File: config.mk
export PLATFORM = sky130hd
export DESIGN_NAME = jtag_host
export DESIGN_NICKNAME = d
export VERILOG_FILES = /design/src/rtl/jtag_host.sv
export SDC_FILE = /design/constraint.sdc
export NUM_CORES = 1
export LEC_CHECK = 0
export ABC_AREA = 1
export BUFFER_PORTS_ARGS = -buffer_cell sky130_fd_sc_hd__buf_2
export CAP_MARGIN = 20
export CORE_MARGIN = 2
export CORE_UTILIZATION = 27
export CTS_BUF_LIST = sky130_fd_sc_hd__clkbuf_8
export DETAILED_ROUTE_END_ITERATION = 10
export PLACE_DENSITY = 0.43
export SKIP_CTS_REPAIR_TIMING = 1
export SYNTH_ARGS = -nofsm -noshare
export SYNTH_HDL_FRONTEND = slang
export SYNTH_SLANG_ARGS = --single-unit
File: constraint.sdc
create_clock -name clk -period 2.3 [get_ports clk]
set_input_delay 0.115 -clock clk [delete_from_list [all_inputs] [get_ports clk]]
set_output_delay 0.115 -clock clk [all_outputs]
set_load 0.05 [all_outputs]
File: src/rtl/jtag_host.sv
// jtag_host: host-side JTAG driver. Sequences TCK/TMS/TDI for TAP reset,
// IR scans and DR scans, and captures TDO into rsp_data (LSB = first bit).
module jtag_host #(
  parameter  int CLK_DIV = 2,
  parameter  int MAX_LEN = 32,
  localparam int LW      = $clog2(MAX_LEN + 1)
) (
  input  logic               clk,
  input  logic               rst,
  input  logic               cmd_valid,
  output logic               cmd_ready,
  input  logic               cmd_tlr,
  input  logic               cmd_ir,
  input  logic [LW-1:0]      cmd_len,
  input  logic [MAX_LEN-1:0] cmd_data,
  output logic               rsp_valid,
  output logic [MAX_LEN-1:0] rsp_data,
  output logic               TCK,
  output logic               TMS,
  output logic               TDI,
  input  logic               TDO
);

  // Phase counter spans one full TCK period; bit counter must also hold the
  // 6-bit INIT sequence index even when MAX_LEN is tiny.
  localparam int CW = $clog2(2 * CLK_DIV);
  localparam int BW = (LW > 3) ? LW : 3;
  localparam logic [CW-1:0] PH_RISE = CW'(CLK_DIV);
  localparam logic [CW-1:0] PH_END  = CW'(2 * CLK_DIV - 1);

  typedef enum logic [2:0] {
    S_INIT, S_IDLE, S_NAV, S_SHIFT, S_POST, S_DONE
  } state_t;

  state_t             state, state_n, seq_next;
  logic [CW-1:0]      cnt, cnt_n;
  logic [BW-1:0]      bcnt, bcnt_n, bit_last;
  logic [BW-1:0]      len, len_n;
  logic               is_ir, ir_n, is_scan, scan_n, rsp_en, rsp_en_n;
  logic [MAX_LEN-1:0] sh, sh_n, cap, cap_n, wsel, wsel_n;
  logic               tck_q, tck_n, tms_q, tms_n, tdi_q, tdi_n;
  logic               rsp_valid_q, rsp_valid_n;
  logic [MAX_LEN-1:0] rsp_data_q, rsp_data_n;
  logic               bit_tms;

  assign cmd_ready = (state == S_IDLE);
  assign rsp_valid = rsp_valid_q;
  assign rsp_data  = rsp_data_q;
  assign TCK       = tck_q;
  assign TMS       = tms_q;
  assign TDI       = tdi_q;

  // Per-state TMS for the current bit, index of the state's last bit, and successor
  always_comb begin
    bit_tms  = 1'b0;
    bit_last = '0;
    seq_next = S_DONE;
    case (state)
      S_INIT: begin
        bit_tms  = (bcnt != BW'(5));
        bit_last = BW'(5);
        seq_next = S_DONE;
      end
      S_NAV: begin
        // IR: Select-DR, Select-IR, Capture-IR, Shift-IR; DR skips Select-IR
        bit_tms  = is_ir ? (bcnt < BW'(2)) : (bcnt == '0);
        bit_last = is_ir ? BW'(3) : BW'(2);
        seq_next = S_SHIFT;
      end
      S_SHIFT: begin
        bit_tms  = (bcnt == len - BW'(1));
        bit_last = len - BW'(1);
        seq_next = S_POST;
      end
      S_POST: begin
        bit_tms  = (bcnt == '0);
        bit_last = BW'(1);
        seq_next = S_DONE;
      end
      default: ;
    endcase
  end

  // Next-state and datapath: command accept, TCK bit engine, completion
  always_comb begin
    state_n     = state;
    cnt_n       = cnt;
    bcnt_n      = bcnt;
    len_n       = len;
    ir_n        = is_ir;
    scan_n      = is_scan;
    rsp_en_n    = rsp_en;
    sh_n        = sh;
    cap_n       = cap;
    wsel_n      = wsel;
    tck_n       = tck_q;
    tms_n       = tms_q;
    tdi_n       = tdi_q;
    rsp_valid_n = 1'b0;
    rsp_data_n  = rsp_data_q;
    case (state)
      S_IDLE: begin
        tck_n = 1'b0;
        tdi_n = 1'b0;
        if (cmd_valid) begin
          cnt_n    = '0;
          bcnt_n   = '0;
          rsp_en_n = 1'b1;
          if (cmd_tlr) begin
            scan_n  = 1'b0;
            state_n = S_INIT;
          end else begin
            scan_n  = 1'b1;
            ir_n    = cmd_ir;
            sh_n    = cmd_data;
            cap_n   = '0;
            wsel_n  = MAX_LEN'(1);
            state_n = S_NAV;
            if (cmd_len == '0)
              len_n = BW'(1);
            else if (cmd_len > LW'(MAX_LEN))
              len_n = BW'(MAX_LEN);
            else
              len_n = BW'(cmd_len);
          end
        end
      end
      S_DONE: begin
        tck_n       = 1'b0;
        rsp_valid_n = rsp_en;
        if (rsp_en && is_scan) rsp_data_n = cap;
        state_n     = S_IDLE;
      end
      default: begin
        // Low phase start: TMS/TDI change only here, TCK falls
        if (cnt == '0) begin
          tck_n = 1'b0;
          tms_n = bit_tms;
          tdi_n = 1'b0;
          if (state == S_SHIFT) begin
            tdi_n = sh[0];
            sh_n  = sh >> 1;
          end
        end
        // Rising TCK: TDO has been stable through the low phase
        if (cnt == PH_RISE) begin
          tck_n = 1'b1;
          if (state == S_SHIFT) begin
            if (TDO) cap_n = cap | wsel;
            wsel_n = wsel << 1;
          end
        end
        if (cnt == PH_END) begin
          cnt_n = '0;
          if (bcnt == bit_last) begin
            bcnt_n  = '0;
            state_n = seq_next;
          end else begin
            bcnt_n = bcnt + BW'(1);
          end
        end else begin
          cnt_n = cnt + CW'(1);
        end
      end
    endcase
  end

  // State and datapath registers; reset restarts the INIT sequence
  always_ff @(posedge clk) begin
    if (rst) begin
      state       <= S_INIT;
      cnt         <= '0;
      bcnt        <= '0;
      len         <= '0;
      is_ir       <= 1'b0;
      is_scan     <= 1'b0;
      rsp_en      <= 1'b0;
      sh          <= '0;
      cap         <= '0;
      wsel        <= '0;
      tck_q       <= 1'b0;
      tms_q       <= 1'b1;
      tdi_q       <= 1'b0;
      rsp_valid_q <= 1'b0;
      rsp_data_q  <= '0;
    end else begin
      state       <= state_n;
      cnt         <= cnt_n;
      bcnt        <= bcnt_n;
      len         <= len_n;
      is_ir       <= ir_n;
      is_scan     <= scan_n;
      rsp_en      <= rsp_en_n;
      sh          <= sh_n;
      cap         <= cap_n;
      wsel        <= wsel_n;
      tck_q       <= tck_n;
      tms_q       <= tms_n;
      tdi_q       <= tdi_n;
      rsp_valid_q <= rsp_valid_n;
      rsp_data_q  <= rsp_data_n;
    end
  end

endmodule
==> impl_metrics.env, run 1 <==
export IMPL_status="finished clean"
export IMPL_p_leak_nw=2.90
export IMPL_fin_hold_ws_ps=11.1
export IMPL_yosysSeqAreaShare=0.504
export IMPL_synth_area_um2=6030
export IMPL_dpl_cell_count=1127
export IMPL_place_ws_ps=445
export IMPL_overflow=0
export IMPL_setup_viol=0
export IMPL_cts_tree="done"
export IMPL_hpwlAfterDp_mm=9.88
export IMPL_min_period_ps=2090
export IMPL_finalMaxSlewViolations=0
export IMPL_drt_total_wl_mm=15.0
export IMPL_cp_common_cell="inv_2"
export IMPL_antenna_found_initial=0
export IMPL_peakVddDrop_mv=0.297
export IMPL_synth_nets=847
export IMPL_start_util=0.276
export IMPL_hold_viol=0
export IMPL_synth_warning_count=0
export IMPL_cts_buffer_depth=2
export IMPL_max_freq_mhz=479
export IMPL_dieArea_um2=23600
export IMPL_core_um2=21900
export IMPL_dieHeight_um=153
export IMPL_grt_pass1_wl_mm=25.0
export IMPL_synth_seq_cells=152
export IMPL_grt_max_degree=63
export IMPL_drt_first_iter_violations=188
export IMPL_holdCritPathClass="input pin to register"
export IMPL_mostFrequentLayoutCells="nand2_1 (195), dfxtp_1 (152), a21oi_1 (115)"
export IMPL_synth_edf_count=0
export IMPL_fin_util=0.344
export IMPL_fin_nets=955
export IMPL_hold_depth=3
export IMPL_wl_per_cell_um=12.6
export IMPL_setup_worst_path_class="register to output pin"
export IMPL_firstDrtPassIters=5
export IMPL_diodes=0
export IMPL_synthDistinctLibCells=28
export IMPL_syn_to_final_growth_pct=24.8
export IMPL_layout_commonest_cell="nand2_1"
export IMPL_ctsHtreeMaxLevel=4
export IMPL_max_slew_margin_rel=0.657
export IMPL_max_stage_delay_ps=430
export IMPL_crit_arrival_ps=1970
export IMPL_routabilityCongestion=0.827
export IMPL_avgSynthCellArea_um2=7.58
export IMPL_cts_buffers=17
export IMPL_cp_required_ps=2180
export IMPL_synthArstFlopShare=0
export IMPL_end_kind="output pin"
export IMPL_ioPinCount=81
export IMPL_portBuffers=80
export IMPL_clock_sinks=152
export IMPL_drc_errors=0
export IMPL_cp_cell_sequence="nand2_1, inv_2, nand2_2, inv_2, buf_4, buf_2"
export IMPL_grt_pass1_vias=5022
export IMPL_fin_cells=1197
export IMPL_grtUsageTotal=0.130
export IMPL_rsz0062_at_grt="no"
export IMPL_via_count=5335
export IMPL_clock_latency_ps=470
export IMPL_fp_dieW_um=153
export IMPL_drv_cap=0
export IMPL_drive_gt1_frac=0.161
export IMPL_cpMaxStageDelayCell="dfxtp_1"
export IMPL_start_kind="register"
export IMPL_fp_row_count=54
export IMPL_antenna_left=0
export IMPL_clockRootBuffer="clkbuf_8"
export IMPL_worstMarginPinSlew_ps=515
export IMPL_worstRegToRegCells=14
export IMPL_powerDensity_nw_per_um2=669
export IMPL_ys_flop_type="dfxtp_1"
export IMPL_cp_max_fo=32
export IMPL_setup_slack_ps=214
export IMPL_synth_cells=796
export IMPL_clk_pin_slew_ps=90
export IMPL_fillers=2414
export IMPL_finalClockSkew_ps=17.9
export IMPL_viasPerCell=4.46
export IMPL_period_share=0.907
export IMPL_setup_tns_ps=0
## power breakdown
group / internal (mW) / switching (mW)
Clock: 1.05 / 1.11
Sequential: 2.64 / 0.0118
Combinational: 0.102 / 0.125
Total: 3.80 / 1.24
## state kept, by name, indices dropped and copies added, names as in the netlist
name,count
sh,32
rsp_valid,1
is_scan,1
cnt,2
bcnt,6
cap,32
TCK,1
is_ir,1
wsel,32
len,6
TMS,1
rsp_en,1
state,3
TDI,1
rsp_data,32
## worst max-delay path: cells and delay by family, from the launching register on
kind / cells / cell delay (ps)
flops: 1 / 430
simple gates: 2 / 240
buf+inv: 4 / 830
## path summary, 6_finish.rpt
kind | endpoint | startpoint | slack, ps
setup / recovery | cmd_ready | state[0]$_SDFFE_PP0P_ | 210
hold / removal | rsp_en$_SDFFE_PP0P_ | cmd_valid | 10
setup reg to reg | state[1]$_SDFFE_PP0P_ | len[0]$_SDFFE_PP0P_ | 430
hold reg to reg | rsp_data[8]$_SDFFE_PP0P_ | cap[8]$_SDFFE_PP0P_ | 460
## cell usage after synthesis, types with 2 or more instances
master / n / area [um^2]
buf_1: 6 / 22.5
a31oi_1: 31 / 194
buf_2: 11 / 55.1
buf_4: 6 / 45.0
nand3_1: 48 / 240
clkbuf_1: 23 / 86.3
o21ai_2: 2 / 17.5
nor3_1: 5 / 25.0
clkinv_1: 2 / 7.51
xor2_1: 9 / 78.8
inv_1: 59 / 221
o21ai_0: 66 / 330
nor2_1: 33 / 124
a21oi_1: 115 / 576
nor2_2: 3 / 18.8
ha_1: 7 / 87.6
dfxtp_1: 152 / 3040
nand2_1: 195 / 732
nand2_2: 3 / 18.8
inv_2: 8 / 30.0
o21ai_1: 5 / 25.0
## logic make-up after synthesis
| logic type | after synthesis | synth area share |
|---|---|---|
| fa+ha+maj | 7 | 0.0145 |
| xor+xnor | 9 | 0.0131 |
| flops | 152 | 0.504 |
| buf+inv | 115 | 0.0776 |
| simple gates | 292 | 0.199 |
| compound gates | 221 | 0.192 |
## stage by stage
step                area, um^2  total power [mW]
detailed placement        6730              2.90
CTS                       7150              5.08
floorplan                 6030              2.81
finish                    7530              5.04
global placement          6730              2.90
global route              7530              5.26
## layer usage
| layer | wire length (um) | vias to the layer above | global-route usage |
|---|---|---|---|
| met5 | 0 | - | 0 |
| met4 | 235 | 0 | 0.0507 |
| met3 | 598 | 14 | 0.0326 |
| met2 | 6760 | 94 | 0.202 |
| met1 | 7430 | 2381 | 0.172 |
| li1 | - | 2846 | - |
## area by class of cell
class                   count  area (um^2)  area share
clock buffers              19          262      0.0347
clock inverters            13          156      0.0208
inverters                  69          259      0.0344
multi-input cells         529         2530       0.336
flip-flops and latches    152         3040       0.404
well taps                 280          350      0.0465
repair buffers            135          933       0.124
No activity file was read; power rests on OpenSTA's default activity.
==> run 2: changes to the inputs <==
- clock period: 2.3 -> 2 ns (I/O delays scaled with it)
==> run 2 against run 1 <==
Critical endpoint unchanged. Largest cell class unchanged. Critical path type unchanged. Utilization is 0.54 points higher. Die area stayed put. Highest routed layer unchanged. Combinational power is 18% higher. Register-to-register slack worse by 190 ps. Sequential share of layout area is 0.61 points lower.
==> impl_metrics.env, run 2 (same netlist as run 1, synthesis figures left out) <==
export IMPL_start_kind="register"
export IMPL_ioPinCount=81
export IMPL_hpwlAfterDp_mm=9.96
export IMPL_p_total_mw=5.77
export IMPL_period_share=0.901
export IMPL_viasPerCell=4.51
export IMPL_crit_buf_inv=4
export IMPL_antenna_found_initial=0
export IMPL_fp_row_count=54
export IMPL_drt_first_iter_violations=253
export IMPL_hold_viol=0
export IMPL_cp_required_ps=1900
export IMPL_cts_buffers=17
export IMPL_core_um2=21900
export IMPL_peakVddDrop_mv=0.382
export IMPL_power_share_sequential=0.528
export IMPL_drive_gt1_frac=0.170
export IMPL_setup_tns_ps=0
export IMPL_drt_total_wl_mm=15.5
export IMPL_clk_pin_slew_ps=100
export IMPL_layout_commonest_cell="nand2_1"
export IMPL_setup_slack_ps=197
export IMPL_clock_latency_ps=470
export IMPL_max_freq_mhz=555
export IMPL_combPwrFrac=0.046
export IMPL_crit_family="buffers and inverters"
export IMPL_cpMaxStageDelayCell="dfxtp_1"
export IMPL_p_leak_nw=2.93
export IMPL_grt_max_degree=65
export IMPL_antenna_left=0
export IMPL_start_util=0.276
export IMPL_via_count=5406
export IMPL_powerDensity_nw_per_um2=755
export IMPL_finalMaxSlewViolations=0
export IMPL_max_stage_delay_ps=450
export IMPL_wl_per_cell_um=12.9
export IMPL_placed_cell_area_um2=6770
export IMPL_grt_pass1_wl_mm=25.8
export IMPL_firstDrtPassIters=4
export IMPL_setup_worst_path_class="register to output pin"
export IMPL_drc_errors=0
export IMPL_rsz0062_at_grt="no"
export IMPL_syn_to_final_growth_pct=26.8
export IMPL_max_slew_margin_rel=0.671
export IMPL_clock_sinks=152
export IMPL_cp_cell_sequence="nand2_2, inv_2, nand2_2, inv_2, buf_12, buf_6"
export IMPL_end_kind="output pin"
export IMPL_crit_arrival_ps=1700
export IMPL_final_area_um2=7650
export IMPL_fillers=2404
export IMPL_cts_buffer_depth=2
export IMPL_holdCritPathClass="input pin to register"
export IMPL_drv_cap=0
export IMPL_p_int_mw=4.22
export IMPL_routabilityCongestion=0.811
export IMPL_status="finished clean"
export IMPL_switchingPower_mw=1.55
export IMPL_cp_max_fo=32
export IMPL_grt_pass1_vias=5035
export IMPL_ctsHtreeMaxLevel=4
export IMPL_clockRootBuffer="clkbuf_8"
export IMPL_cts_tree="done"
export IMPL_finalClockSkew_ps=17.3
export IMPL_setup_viol=0
export IMPL_dieArea_um2=23600
export IMPL_power_frac_clock=0.425
export IMPL_mostFrequentLayoutCells="nand2_1 (192), dfxtp_1 (151), a21oi_1 (115)"
export IMPL_swShare=0.269
export IMPL_portBuffers=80
export IMPL_overflow=0
export IMPL_multiInputGateArea_um2=2550
export IMPL_fp_dieW_um=153
export IMPL_dieHeight_um=153
export IMPL_place_ws_ps=115
export IMPL_grtUsageTotal=0.134
export IMPL_ff_latch_area_um2=3040
export IMPL_min_period_ps=1800
export IMPL_fin_nets=958
export IMPL_worstMarginPinSlew_ps=494
export IMPL_diodes=0
-- run 2: through the flow --
| step | hold slack [ps] | util | instances |
|---|---|---|---|
| global route | 17.5 | 0.349 | 1200 |
| detailed placement | 372 | 0.309 | 1127 |
| floorplan | 235 | - | 796 |
| CTS | -143 | 0.328 | 1159 |
| finish | 39.8 | 0.349 | 1200 |
| global placement | 373 | 0.309 | 1127 |
-- run 2: final cells by class --
| type | count | area share |
|---|---|---|
| Sequential cell | 152 | 0.398 |
| Multi-Input combinational cell | 529 | 0.333 |
| Timing Repair Buffer | 138 | 0.136 |
| Tap cell | 280 | 0.0458 |
| Inverter | 69 | 0.0339 |
| Clock buffer | 17 | 0.0306 |
| Clock inverter | 15 | 0.0231 |
-- run 2: final timing paths --
check / to / depth (start not counted) / start / slack, ps
worst min-delay path: len[2]$_SDFFE_PP0P_ / 4 / cmd_tlr / 40
worst max register to register: cap[10]$_SDFFE_PP0P_ / 10 / state[0]$_SDFFE_PP0P_ / 240
worst min register to register: rsp_data[19]$_SDFFE_PP0P_ / 2 / cap[19]$_SDFFE_PP0P_ / 450
worst max-delay path: cmd_ready / 6 / state[0]$_SDFFE_PP0P_ / 200
-- run 2: power by group through the flow --
stage	combinational (mW)	clock, mW	sequential, mW
after floorplan	0.0928	0	3.14
after global placement	0.212	0	3.12
after detailed placement	0.209	0	3.12
after CTS	0.210	2.54	3.05
after global routing	0.298	2.67	3.05
final	0.267	2.45	3.05
-- run 2: per-layer routing --
layer	GRT usage	wire length (um)	vias to the layer above
li1	-	-	2847
met1	0.180	7570	2451
met2	0.211	7080	96
met3	0.0354	704	12
met4	0.0419	124	0
met5	0	0	-
-- run 2: worst reg2reg max path: stages, from the launching register on --
cell	delay (ps)
dfxtp_1	450
nand2_2	120
inv_2	70
nand2_2	100
inv_2	120
nand2_2	90
nor2_4	170
inv_2	130
nand2_1	100
buf_4	240
a21oi_1	70
